## src/rtl/cwt_mul_ctrl.sv

```systemverilog
// cwt_mul_ctrl: captures one FFT frame into the frame BRAM and replays it once per wavelet scale
module cwt_mul_ctrl #(
    parameter int N       = 1024,
    parameter int J1      = 4,
    parameter int MUL_LAT = 3
) (
    input  logic                       clk,
    input  logic                       rst,
    input  logic                       fft_ready_i,
    input  logic                       dl_busy_i,
    output logic                       src_sel,
    output logic                       bram_en,
    output logic                       bram_we,
    output logic [$clog2(N)-1:0]       bram_addr,
    output logic [$clog2(N*J1)-1:0]    daughter_addr,
    output logic [$clog2(J1)-1:0]      scale_o,
    output logic                       out_valid_o,
    output logic                       scale_done_o,
    output logic                       frame_done_o,
    output logic                       overrun_o,
    output logic                       busy_o
);
    localparam int AW = $clog2(N);
    localparam int SW = $clog2(J1);
    localparam int D  = MUL_LAT + 1;
    localparam int DW = $clog2(D + 1);
    localparam logic [AW-1:0] N_LAST = AW'(N - 1);
    localparam logic [SW-1:0] S_LAST = SW'(J1 - 1);
    localparam logic [DW-1:0] D_LAST = DW'(D - 1);

    typedef enum logic [2:0] {IDLE, LOAD, WAIT_DL, RUN, DRAIN} state_t;

    state_t        state, state_nx;
    logic [AW-1:0] n, n_nx;
    logic [SW-1:0] scale, scale_nx;
    logic [DW-1:0] d, d_nx;
    logic [D-1:0]  vld_sr;

    // state, counters and the read-to-product latency line
    always_ff @(posedge clk) begin
        if (rst) begin
            state  <= IDLE;
            n      <= '0;
            scale  <= '0;
            d      <= '0;
            vld_sr <= '0;
        end else begin
            state  <= state_nx;
            n      <= n_nx;
            scale  <= scale_nx;
            d      <= d_nx;
            vld_sr <= D'({vld_sr, state == RUN});
        end
    end

    // next-state, counter updates and BRAM/BROM port drive
    always_comb begin
        state_nx      = state;
        n_nx          = n;
        scale_nx      = scale;
        d_nx          = d;
        bram_en       = 1'b0;
        bram_we       = 1'b0;
        bram_addr     = '0;
        daughter_addr = '0;
        scale_done_o  = 1'b0;
        frame_done_o  = 1'b0;
        case (state)
            IDLE: begin
                if (fft_ready_i) begin
                    bram_en  = 1'b1;
                    bram_we  = 1'b1;
                    n_nx     = AW'(1);
                    state_nx = LOAD;
                end
            end
            LOAD: begin
                bram_addr = n;
                if (fft_ready_i) begin
                    bram_en  = 1'b1;
                    bram_we  = 1'b1;
                    n_nx     = n + 1'b1;
                    if (n == N_LAST) begin
                        n_nx     = '0;
                        scale_nx = '0;
                        state_nx = WAIT_DL;
                    end
                end
            end
            WAIT_DL: state_nx = dl_busy_i ? WAIT_DL : RUN;
            RUN: begin
                bram_en       = 1'b1;
                bram_addr     = n;
                daughter_addr = {scale, n};
                n_nx          = n + 1'b1;
                if (n == N_LAST) begin
                    n_nx     = '0;
                    d_nx     = '0;
                    state_nx = DRAIN;
                end
            end
            DRAIN: begin
                d_nx = d + 1'b1;
                if (d == D_LAST) begin
                    scale_done_o = 1'b1;
                    d_nx         = '0;
                    frame_done_o = scale == S_LAST;
                    scale_nx     = scale == S_LAST ? scale : scale + 1'b1;
                    state_nx     = scale == S_LAST ? IDLE : WAIT_DL;
                end
            end
            default: state_nx = IDLE;
        endcase
    end

    assign src_sel     = state inside {WAIT_DL, RUN, DRAIN};
    assign overrun_o   = src_sel & fft_ready_i;
    assign busy_o      = state != IDLE;
    assign scale_o     = scale;
    assign out_valid_o = vld_sr[D-1];
endmodule

```

## config.mk

```make
export PLATFORM = sky130hd
export DESIGN_NAME = cwt_mul_ctrl
export DESIGN_NICKNAME = d
export VERILOG_FILES = /design/src/rtl/cwt_mul_ctrl.sv
export SDC_FILE = /design/constraint.sdc
export NUM_CORES = 1
export LEC_CHECK = 0
export ABC_AREA = 1
export CAP_MARGIN = 40
export CORE_ASPECT_RATIO = 1.4
export CORE_MARGIN = 2
export CORE_UTILIZATION = 47
export CTS_BUF_LIST = sky130_fd_sc_hd__clkbuf_8
export DETAILED_ROUTE_END_ITERATION = 10
export DONT_BUFFER_PORTS = 1
export PLACE_DENSITY = 0.72
export SETUP_SLACK_MARGIN = 0.05
export SYNTH_ARGS = -nofsm -noshare
export SYNTH_HDL_FRONTEND = slang
export SYNTH_SLANG_ARGS = --single-unit
```

## constraint.sdc

```tcl
create_clock -name clk -period 2.32 [get_ports clk]
set_input_delay 0.116 -clock clk [delete_from_list [all_inputs] [get_ports clk]]
set_output_delay 0.116 -clock clk [all_outputs]
set_load 0.005 [all_outputs]
```

# ---- Word-level counts from Yosys, hierarchy flattened
# Cells that the tools add are included.
dict set report word_totals {
  reg_bits 22
  output_inout_bits 32
  in_bits 4
}
dict set report classes {
  n_eq_ne 13
  n_bitwise 1
  addsub 3
  n_mux 29
  reduce_logical 12
}
# op n
set op_table {}
lappend op_table {{10-bit two-way mux} 4}
lappend op_table {{10-bit case mux with 3 select lines} 1}
lappend op_table {{3-bit two-way mux} 7}
lappend op_table {{3-bit case mux with 5 select lines} 1}
lappend op_table {{12-bit two-way mux} 1}
lappend op_table {{10-bit by 1-bit adder with 10-bit output, second input constant} 1}
lappend op_table {{10-bit == test, second input constant} 1}
lappend op_table {{2-bit two-way mux} 5}
lappend op_table {{2-bit != test, second input constant} 5}
lappend op_table {{5-bit AND reduction} 2}
lappend op_table {{3-bit by 2-bit == test with 1-bit output, second input constant} 3}
lappend op_table {{3-bit nonzero test} 3}
lappend op_table {{1-bit two-way mux} 7}
lappend op_table {{3-bit case mux with 2 select lines} 1}
lappend op_table {{2-bit case mux with 2 select lines} 1}
lappend op_table {{2-bit nonzero test} 2}
lappend op_table {{2-bit OR reduction} 2}
lappend op_table {{3-bit by 1-bit adder with 3-bit output, second input constant} 1}
lappend op_table {{3-bit by 1-bit == test with 1-bit output, second input constant} 1}
lappend op_table {{3-bit == test, second input constant} 1}
lappend op_table {{3-bit logical NOT} 1}
lappend op_table {{3-bit AND reduction} 1}
lappend op_table {{2-bit by 1-bit adder with 2-bit output, second input constant} 1}
lappend op_table {{2-bit == test, second input constant} 1}
lappend op_table {{other kinds (4)} 4}

# ---- Longest topological paths before layout
# Gate-level depths: netlist (run 1).
dict set report depth {
  ltp_word 4
  depth_mapped 10
  depth_no_buf 10
}

# ---- Worst setup path after synthesis (run 1)
# Ideal clock, no wire load.
dict set report synth_path {
  kind {register to register}
  start {register n[0]}
  end {register d[1]}
  t_arrival_ns 1.178
  slack_ns 1.026
  path_stages_with_launch 9
  synth_period_minus_slack_ns 1.294
  setup_time_ns 0.116
  cell_sequence {dfxtp_1 ha_1 nand2_1 nor2_1 nand2_1 o21ai_0 inv_1 nand2_1 a21oi_1}
}
dict set report synth_via {
  elab_chain_cells 3
}
# element line
set synth_rtl {}
lappend synth_rtl {{start: declaration} 34} ;# logic [AW-1:0] n, n_nx;
lappend synth_rtl {{start signal: assignment} 49} ;# n <= n_nx;
lappend synth_rtl {{10-bit == test} 96} ;# if (n == N_LAST) begin
lappend synth_rtl {{2-bit by 1-bit != test with 1-bit output (no line)} n/a}
lappend synth_rtl {{2-bit AND reduction (no line)} n/a}
lappend synth_rtl {{end signal: assignment} 51} ;# d <= d_nx;
lappend synth_rtl {{end: declaration} 36} ;# logic [DW-1:0] d, d_nx;
# No other way between the ends.
# A chain may end at the register's enable or synchronous reset.

# ---- Worst setup path after layout (run 1)
dict set report layout_path {
  start {register state[0]}
  end {register n[8]}
}
dict set report layout_via {
  elab_chain_cells 3
  elab_cells_between_ends 8
  classes_between {eq/ne (4); mux (1); reduce/logical (3)}
}
# element line
set layout_rtl {}
lappend layout_rtl {{start: declaration} 33} ;# state_t state, state_nx;
lappend layout_rtl {{start signal: assignment} 48} ;# state <= state_nx;
lappend layout_rtl {{3-bit by 1-bit == test with 1-bit output (tied with other cells)} 68} ;# case (state)
lappend layout_rtl {{2-bit != test (no line) / 3-bit nonzero test (equally long branches)} n/a}
lappend layout_rtl {{3-bit AND reduction (no line)} n/a}
# Several ways; a longest one is shown, not always the timed one.

==> impl_metrics.env, run 1 <==
export IMPL_status="finished clean"
export IMPL_synth_area_um2=1240
export IMPL_initial_core_util=0.486
export IMPL_ys_seq_area_frac=0.354
export IMPL_setup_ws_ns=0.628
export IMPL_drt_iter0_drc=14
export IMPL_p_per_area_nw_per_um2=933
export IMPL_grt_busiest_layer="met2"
export IMPL_overflow=0
export IMPL_whs_ns=0.104
export IMPL_h_tree_depth=1
export IMPL_synth_area_per_cell_um2=6.10
export IMPL_netlist_instances=204
export IMPL_grt_pass1_vias=1118
export IMPL_final_hold_viol_count=0
export IMPL_drc=0
export IMPL_grt_usage=0.220
export IMPL_yosys_area_share_simple=0.383
export IMPL_multiInputGateArea_um2=651
export IMPL_irDropWorstVdd_uv=561
export IMPL_vias_per_cell=4.95
export IMPL_rsz0062_at_grt="no"
export IMPL_final_nets=213
export IMPL_critical_path_class="flop to flop"
export IMPL_gp_congestion=0.890
export IMPL_leakagePower_nw=0.551
export IMPL_synth_xor_area_frac=0.0141
export IMPL_wirelength_um=2910
export IMPL_path_max_fanout=15
export IMPL_placedCellCount=236
export IMPL_diodes=0
export IMPL_root_buffer="clkbuf_8"
export IMPL_cts_hold_buf=1
export IMPL_fmaxAchievable_ghz=0.591
export IMPL_slew_headroom=0.691
export IMPL_finalCritPeriodShare=0.729
export IMPL_place_area_um2=1260
export IMPL_critical_path_arrival_ns=1.86
export IMPL_place_hpwl_um=2210
export IMPL_cts_setup_buffers=0
export IMPL_cp_start_kind="flop"
export IMPL_met1_usage=0.217
export IMPL_fin_area_um2=1350
export IMPL_fin_skew_ns=0.00674
export IMPL_synth_top_family_by_area="simple AND/OR/NAND/NOR gates"
export IMPL_die_area_um2=3080
export IMPL_period_needed_ns=1.69
export IMPL_synth_compound_area_share=0.0955
export IMPL_die_w_um=47.5
export IMPL_seq_area_um2=440
export IMPL_final_cell_count_no_fill=241
export IMPL_ys_ff_latch=22
export IMPL_grt_pass1_wl_um=4770
export IMPL_grtUsageMet2=0.392
export IMPL_num_rows=22
export IMPL_clock_latency_ns=0.27
export IMPL_place_ws_ns=0.664
export IMPL_finalSetupViolCount=0
export IMPL_synthMuxAreaShare=0
export IMPL_end_kind="flop"
export IMPL_cts_tree="done"
export IMPL_n_fill_cell=281
export IMPL_synthAdderAreaFrac=0.0302
export IMPL_clk_pin_slew_ns=0.09
export IMPL_yosysUniqueCellTypes=20
export IMPL_portBuffers=0
export IMPL_syn_nets=211
export IMPL_hold_class="input pin to flop"
export IMPL_use_met3=0.0362
export IMPL_cts_made_buffers=3
export IMPL_drive_above_1_share=0.0683
export IMPL_drt_antenna_violating_nets=0
export IMPL_vias=1194
export IMPL_cts_resized=0
export IMPL_drv_slew=0
export IMPL_cp_required_ns=2.49
export IMPL_clock_sinks=22
export IMPL_drv_cap=0
export IMPL_antenna_found_initial=0
export IMPL_finalPower_mw=1.25
export IMPL_die_y_um=64.9
export IMPL_clock_path_buffers=2
export IMPL_drtPass1Iterations=4
export IMPL_grt_max_degree=16
export IMPL_core_area_um2=2560
export IMPL_fin_tns_setup_ns=0
export IMPL_io_pins=36
export IMPL_wl_per_cell_um=12.1
export IMPL_worst_slew_pin_slew_ns=0.463
export IMPL_area_growth_pct=8.04
export IMPL_yosys_warnings=0
export IMPL_utilization=0.525
-- critical path, cell delays in order (launching register included) --
cell and delay [ns]:
dfxtp_1 0.42, inv_2 0.07, nor2_4 0.11, nand2_2 0.20
nand2_2 0.27, inv_2 0.09, nor2_1 0.13, nand2_1 0.08
o21ai_0 0.16, nor2_1 0.07
-- final timing paths --
| kind | slack (ns) | start | to | cells past startpoint |
|---|---|---|---|---|
| max | 0.63 | state[0] | n[8] | 9 |
| min | 0.10 | fft_ready_i | n[8] | 3 |
| max reg2reg | 0.63 | state[0] | n[8] | 9 |
| min reg2reg | 0.41 | vld_sr[1] | vld_sr[2] | 2 |
-- cell usage in the layout (no fill, tap or decap), drive strengths merged --
cell / instances
nor2: 61
nand2: 44
inv: 34
dfxtp: 22
o21ai: 13
a21oi: 9
nand3: 5
nor3: 4
ha: 3
clkbuf: 3
nand4: 2
xor2: 2
a41oi: 1
bufinv: 1
dlygate4sd3: 1
-- logic make-up after synthesis --
logic type / after synthesis
AND/OR/NAND/NOR: 116
flip-flops: 22
AO/OA/AOI/OAI: 23
adder cells (fa/ha/maj): 3
buffers and inverters: 38
XOR/XNOR: 2
-- flip-flops by register name, indices dropped and copies added (netlist names) --
signal / cells
n: 10
d: 3
vld_sr: 4
state: 3
scale_o: 2
-- final cells by class --
class                           instances  share of cell area
Tap cell                               36              0.0335
Clock buffer                            3              0.0307
Clock inverter                          1              0.0223
Inverter                               34              0.0949
Timing Repair Buffer                    1             0.00744
Sequential cell                        22               0.327
Multi-Input combinational cell        144               0.484
-- layer usage --
metal / wire length [um] / vias up
li1: - / 621
met1: 1140 / 529
met2: 1530 / 37
met3: 153 / 7
met4: 89 / 0
met5: 0 / -
-- synthesized netlist by cell type, drive strengths merged --
cell type | instances | share of area
nor2 | 61 | 0.19
nand2 | 44 | 0.14
inv | 34 | 0.10
dfxtp | 22 | 0.35
o21ai | 13 | 0.052
a21oi | 9 | 0.036
nand3 | 5 | 0.020
nor3 | 4 | 0.016
ha | 3 | 0.030
buf | 2 | 0.015
clkbuf | 2 | 0.0060
nand4 | 2 | 0.010
xor2 | 2 | 0.014
a41oi | 1 | 0.0070
-- power breakdown --
| part | leakage [nW] | internal, mW | switching [mW] |
|---|---|---|---|
| clock | 0.0357 | 0.231 | 0.134 |
| sequential | 0.178 | 0.422 | 0.0552 |
| combinational | 0.336 | 0.119 | 0.294 |
| total | 0.551 | 0.771 | 0.483 |
Power figures use the tool's default switching activity.
==> inputs of run 2 (changes only) <==
clock period = 1.6 ns   (was 2.32 ns; I/O delays follow)
==> run 2 against run 1 <==
Net effect: wire length decreased by 2.3%; clock power increased by 42%; power increased by 50%; first-iteration DRC count increased by 110%.
==> impl_metrics.env, run 2 (synthesized netlist as in run 1, its figures left out) <==
export IMPL_status="finished clean"
export IMPL_irDropWorstVdd_uv=711
export IMPL_path_max_fanout=7
export IMPL_die_y_um=64.9
export IMPL_layout_common_cells="57 x nor2_1, 37 x nand2_1, 32 x inv_1, 20 x dfxtp_1, 9 x a21oi_1"
export IMPL_r2r_start="state[1]"
export IMPL_drv_slew=0
export IMPL_die_area_um2=3080
export IMPL_antenna_found_initial=0
export IMPL_whs_ns=0.0651
export IMPL_clock_sinks=22
export IMPL_m1WireLength_um=1160
export IMPL_met2_length_um=1500
export IMPL_fin_skew_ns=0.00382
export IMPL_rrSetupSlack_ns=0.19
export IMPL_period_needed_ns=1.42
export IMPL_rsz0062_at_grt="yes"
export IMPL_min_path_cells=3
export IMPL_drv_cap=0
export IMPL_leakagePower_nw=0.590
export IMPL_vias_per_cell=4.90
export IMPL_clock_path_buffers=2
export IMPL_drt_iter0_drc=29
export IMPL_core_area_um2=2560
export IMPL_dr_max_layer_used="met4"
export IMPL_finalSetupViolCount=0
export IMPL_critical_path_class="flop to output port"
export IMPL_grt_pass1_vias=1121
export IMPL_cts_tree="done"
export IMPL_drtPass1Iterations=4
export IMPL_crit_path_cell_trace="buf_4 -> nor2_1 -> nand2_2 -> buf_4 -> a21oi_1"
export IMPL_placedCellCount=242
export IMPL_top_regs="n (10), vld_sr (4)"
export IMPL_critical_path_arrival_ns=1.34
export IMPL_hold_path_startpoint="fft_ready_i"
export IMPL_area_growth_pct=14.1
export IMPL_root_buffer="clkbuf_8"
export IMPL_cp_start_kind="flop"
export IMPL_grt_max_degree=14
export IMPL_worst_slew_pin_slew_ns=0.292
export IMPL_fin_tns_setup_ns=0
export IMPL_final_nets=221
export IMPL_h_tree_depth=1
export IMPL_drt_antenna_violating_nets=0
export IMPL_vias=1219
export IMPL_end_kind="output port"
export IMPL_wirelength_um=2840
export IMPL_cp_slowest_stage_delay_ns=0.33
export IMPL_met3WireLength_um=145
export IMPL_final_cell_count_no_fill=249
export IMPL_grt_usage=0.203
export IMPL_final_hold_viol_count=0
export IMPL_worstHoldEndpoint="n[8]"
export IMPL_initial_core_util=0.486
export IMPL_drive_above_1_share=0.127
export IMPL_overflow=0
export IMPL_final_common_cell="nor2_1"
export IMPL_slew_headroom=0.805
export IMPL_fmaxAchievable_ghz=0.705
export IMPL_cpMaxStageDelayCell="dfxtp_1"
export IMPL_regMostFlops="n"
export IMPL_p_per_area_nw_per_um2=1320
export IMPL_hold_class="input pin to flop"
export IMPL_clock_latency_ns=0.26
export IMPL_path_buf_inv=2
export IMPL_clk_pin_slew_ns=0.08
export IMPL_gp_congestion=0.910
export IMPL_place_hpwl_um=2240
export IMPL_finalCritPeriodShare=0.886
export IMPL_diodes=0
export IMPL_crit_family="flip-flops"
export IMPL_r2r_end="n[8]"
export IMPL_die_w_um=47.5
export IMPL_drc=0
export IMPL_io_pins=36
export IMPL_num_rows=22
export IMPL_finalPower_mw=1.88
export IMPL_worstRegToRegCells=7
export IMPL_largest_reg_flops=10
export IMPL_cp_common_cell="buf_4"
export IMPL_wl_per_cell_um=11.4
export IMPL_n_fill_cell=287
export IMPL_cts_made_buffers=3
export IMPL_portBuffers=0
export IMPL_cp_required_ns=1.52
export IMPL_grt_pass1_wl_um=4640
-- run 2: cell count changes in the layout (fill, tap and decap cells not counted), moves of 2 or more --
cell / change
buf_4: +8
dfxtp_1: -2
dfxtp_2: +2
nand2_1: -2
nand2_2: +2
o21ai_0: -2
o21ai_1: +2
-- run 2: tightest hold or removal path: cells and delay by family --
| kind | cells | cell delay [ns] |
|---|---|---|
| buffers and inverters | 1 | 0.05 |
| and+or+nand+nor | 1 | 0.04 |
| AOI/OAI and AO/OA | 1 | 0.12 |
-- run 2: worst max-delay path by stage --
stage	from	end	slack [ns]	cells past startpoint
global route	n[0]	state[1]	0.04	9
finish	state[0]	overrun_o	0.18	5
floorplan	n[0]	d[1]	0.31	8
CTS	n[0]	d[1]	0.09	8
detailed placement	n[0]	d[1]	0.12	8
global placement	n[0]	d[1]	0.19	8
-- run 2: area by class of cell --
type | instances | area [um^2] | area share
timing repair buffer | 9 | 70.1 | 0.0493
inverter | 34 | 128 | 0.0899
clock inverter | 1 | 30.0 | 0.0211
tap | 36 | 45.0 | 0.0317
sequential | 22 | 443 | 0.312
clock buffer | 3 | 41.3 | 0.0291
multi-input combinational | 144 | 663 | 0.467
-- run 2: through the flow --
| step | instance area [um^2] | setup WS [ns] | utilization |
|---|---|---|---|
| after CTS | 1390 | 0.0900 | 0.543 |
| after detailed placement | 1310 | 0.121 | 0.511 |
| final | 1420 | 0.182 | 0.555 |
| after global routing | 1420 | 0.0433 | 0.555 |
| after floorplan | 1240 | 0.306 | - |
| after global placement | 1310 | 0.187 | 0.511 |
-- run 2: repair_timing --
action                                  4_1_cts  5_1_grt
endpoints found under the setup margin        0       15
gates resized for setup                       0        8
setup buffers                                 0        2
hold endpoints to repair                      6        0
hold buffers                                  1        0
-- run 2: power breakdown --
part | switching [mW] | internal, mW
logic | 0.447 | 0.224
clock network | 0.183 | 0.334
registers | 0.0731 | 0.615
-- run 2: per-layer routing --
layer  vias up  track usage
met4         0       0.0799
met3         4       0.0529
met1       544        0.219
met5         -            0
li1        639            -
met2        32        0.355
==> inputs of run 3 (changes only) <==
CORE_MARGIN = 5   (was 2)
==> run 3 against run 2 <==
Net effect: critical endpoint is now bram_addr[3]; power barely moved; sequential cell count stayed put; critical path depth fell by 1; worst setup slack better by 0.034 ns; final area fell by 0.53%; maximum frequency increased by 2.5%; first-iteration DRC count is 14% lower; highest routed layer unchanged; combinational power fell by 1%; critical path type unchanged; cell count decreased by 0.80%; largest power group unchanged.
==> impl_metrics.env, run 3 (synthesized netlist as in run 1, its figures left out) <==
export IMPL_drv_slew=0
export IMPL_fin_tns_setup_ns=0
export IMPL_drtPass1Iterations=4
export IMPL_fmaxAchievable_ghz=0.723
export IMPL_place_area_um2=1310
export IMPL_whs_ns=0.0796
export IMPL_clock_path_buffers=2
export IMPL_switching_share=0.369
export IMPL_r2r_end="scale_o[0]"
export IMPL_p_sw_mw=0.694
export IMPL_core_area_um2=2590
export IMPL_fin_area_um2=1410
export IMPL_largest_reg_flops=10
export IMPL_rrSetupSlack_ns=0.22
export IMPL_place_hpwl_um=2280
export IMPL_drv_cap=0
export IMPL_irDropWorstVdd_uv=780
export IMPL_wirelength_um=2830
export IMPL_final_nets=219
export IMPL_h_tree_depth=1
export IMPL_critical_path_arrival_ns=1.30
export IMPL_leakagePower_nw=0.583
export IMPL_rsz0062_at_grt="no"
export IMPL_critical_path_class="flop to output port"
export IMPL_vias_per_cell=4.94
export IMPL_worstRegToRegCells=10
export IMPL_clock_sinks=22
export IMPL_place_ws_ns=0.0957
export IMPL_cp_required_ns=1.52
export IMPL_grt_pass1_wl_um=4790
export IMPL_clk_pin_slew_ns=0.07
export IMPL_antenna_found_initial=0
export IMPL_die_y_um=70.9
export IMPL_final_common_cell="nor2_1"
export IMPL_grt_pass1_vias=1110
export IMPL_p_seq_frac=0.377
export IMPL_r2r_start="n[0]"
export IMPL_finalCritPeriodShare=0.865
export IMPL_regMostFlops="n"
export IMPL_drt_antenna_violating_nets=0
export IMPL_worstHoldEndpoint="n[8]"
export IMPL_path_max_fanout=8
export IMPL_num_rows=22
export IMPL_finalSetupViolCount=0
export IMPL_top_regs="n (10), vld_sr (4)"
export IMPL_die_area_um2=3790
export IMPL_grt_usage=0.164
export IMPL_min_path_cells=3
export IMPL_clkPwrFrac=0.270
export IMPL_area_growth_pct=13.5
export IMPL_vias=1219
export IMPL_hold_class="input pin to flop"
export IMPL_initial_core_util=0.481
export IMPL_status="finished clean"
export IMPL_drive_above_1_share=0.137
export IMPL_root_buffer="clkbuf_8"
export IMPL_cts_made_buffers=3
export IMPL_drc=0
export IMPL_gp_congestion=0.873
export IMPL_hold_path_startpoint="fft_ready_i"
export IMPL_overflow=0
export IMPL_cts_tree="done"
export IMPL_die_w_um=53.5
export IMPL_fin_skew_ns=0.00772
export IMPL_setup_ws_ns=0.216
export IMPL_slew_headroom=0.801
export IMPL_io_pins=36
export IMPL_clock_latency_ns=0.26
export IMPL_portBuffers=0
export IMPL_period_needed_ns=1.38
export IMPL_drt_iter0_drc=25
export IMPL_grt_max_degree=14
export IMPL_wl_per_cell_um=11.4
export IMPL_cp_start_kind="flop"
export IMPL_layout_common_cells="56 x nor2_1, 36 x nand2_1, 32 x inv_1, 18 x dfxtp_1, 9 x a21oi_1"
export IMPL_cts_setup_buffers=0
export IMPL_p_per_area_nw_per_um2=1330
export IMPL_final_hold_viol_count=0
export IMPL_worst_slew_pin_slew_ns=0.298
export IMPL_combinationalPowerShare=0.353
export IMPL_finalPower_mw=1.88
export IMPL_intPower_mw=1.18
export IMPL_end_kind="output port"
export IMPL_diodes=0
run 3: final cells by class:
class,count,area [um^2]
well taps,36,45.0
clock buffers,3,41.3
repair buffers,7,55.1
inverters,34,128
clock inverters,1,30.0
fillers,277,1170
multi-input cells,144,668
flip-flops and latches,22,445
run 3: how the worst max path moves through the flow:
stage / from / to / slack [ns] / cells past startpoint
3_3_place_gp: n[0] / d[1] / 0.11 / 8
3_5_place_dp: n[0] / d[1] / 0.1 / 8
2_1_floorplan: n[0] / d[1] / 0.31 / 8
6_report: state[2] / bram_addr[3] / 0.22 / 4
4_1_cts: n[0] / d[1] / 0.06 / 8
5_1_grt: state[2] / n[6] / 0.06 / 8
run 3: what timing repair did:
action	in CTS	in global routing
hold buffers	1	0
endpoints found under the setup margin	0	15
endpoints found under the hold margin	6	0
gates resized for setup	0	12
run 3: through the flow:
step,std cells,utilization
2_1_floorplan,204,-
4_1_cts,247,0.537
5_1_grt,247,0.546
6_report,247,0.546
3_5_place_dp,242,0.506
3_3_place_gp,242,0.506
run 3: power by group through the flow:
stage          Clock [mW]  Combinational [mW]  Sequential, mW
2_1_floorplan           0               0.535           0.671
3_3_place_gp            0               0.634           0.705
3_5_place_dp            0               0.641           0.708
5_1_grt             0.551               0.772           0.720
6_report            0.507               0.663           0.708
4_1_cts             0.518               0.648           0.696
run 3: critical path, stage by stage (launching register included):
cell and delay [ns]:
dfxtp_1 0.46, inv_1 0.12, nand2_1 0.20, buf_4 0.20, nor2_1 0.07
run 3: metal layers:
metal | share of wire | vias up | global-route usage
met5 | 0 | - | 0
met4 | 0.0057 | 0 | 0.0426
met3 | 0.067 | 2 | 0.0358
met2 | 0.53 | 35 | 0.299
met1 | 0.40 | 550 | 0.185
li1 | - | 632 | -
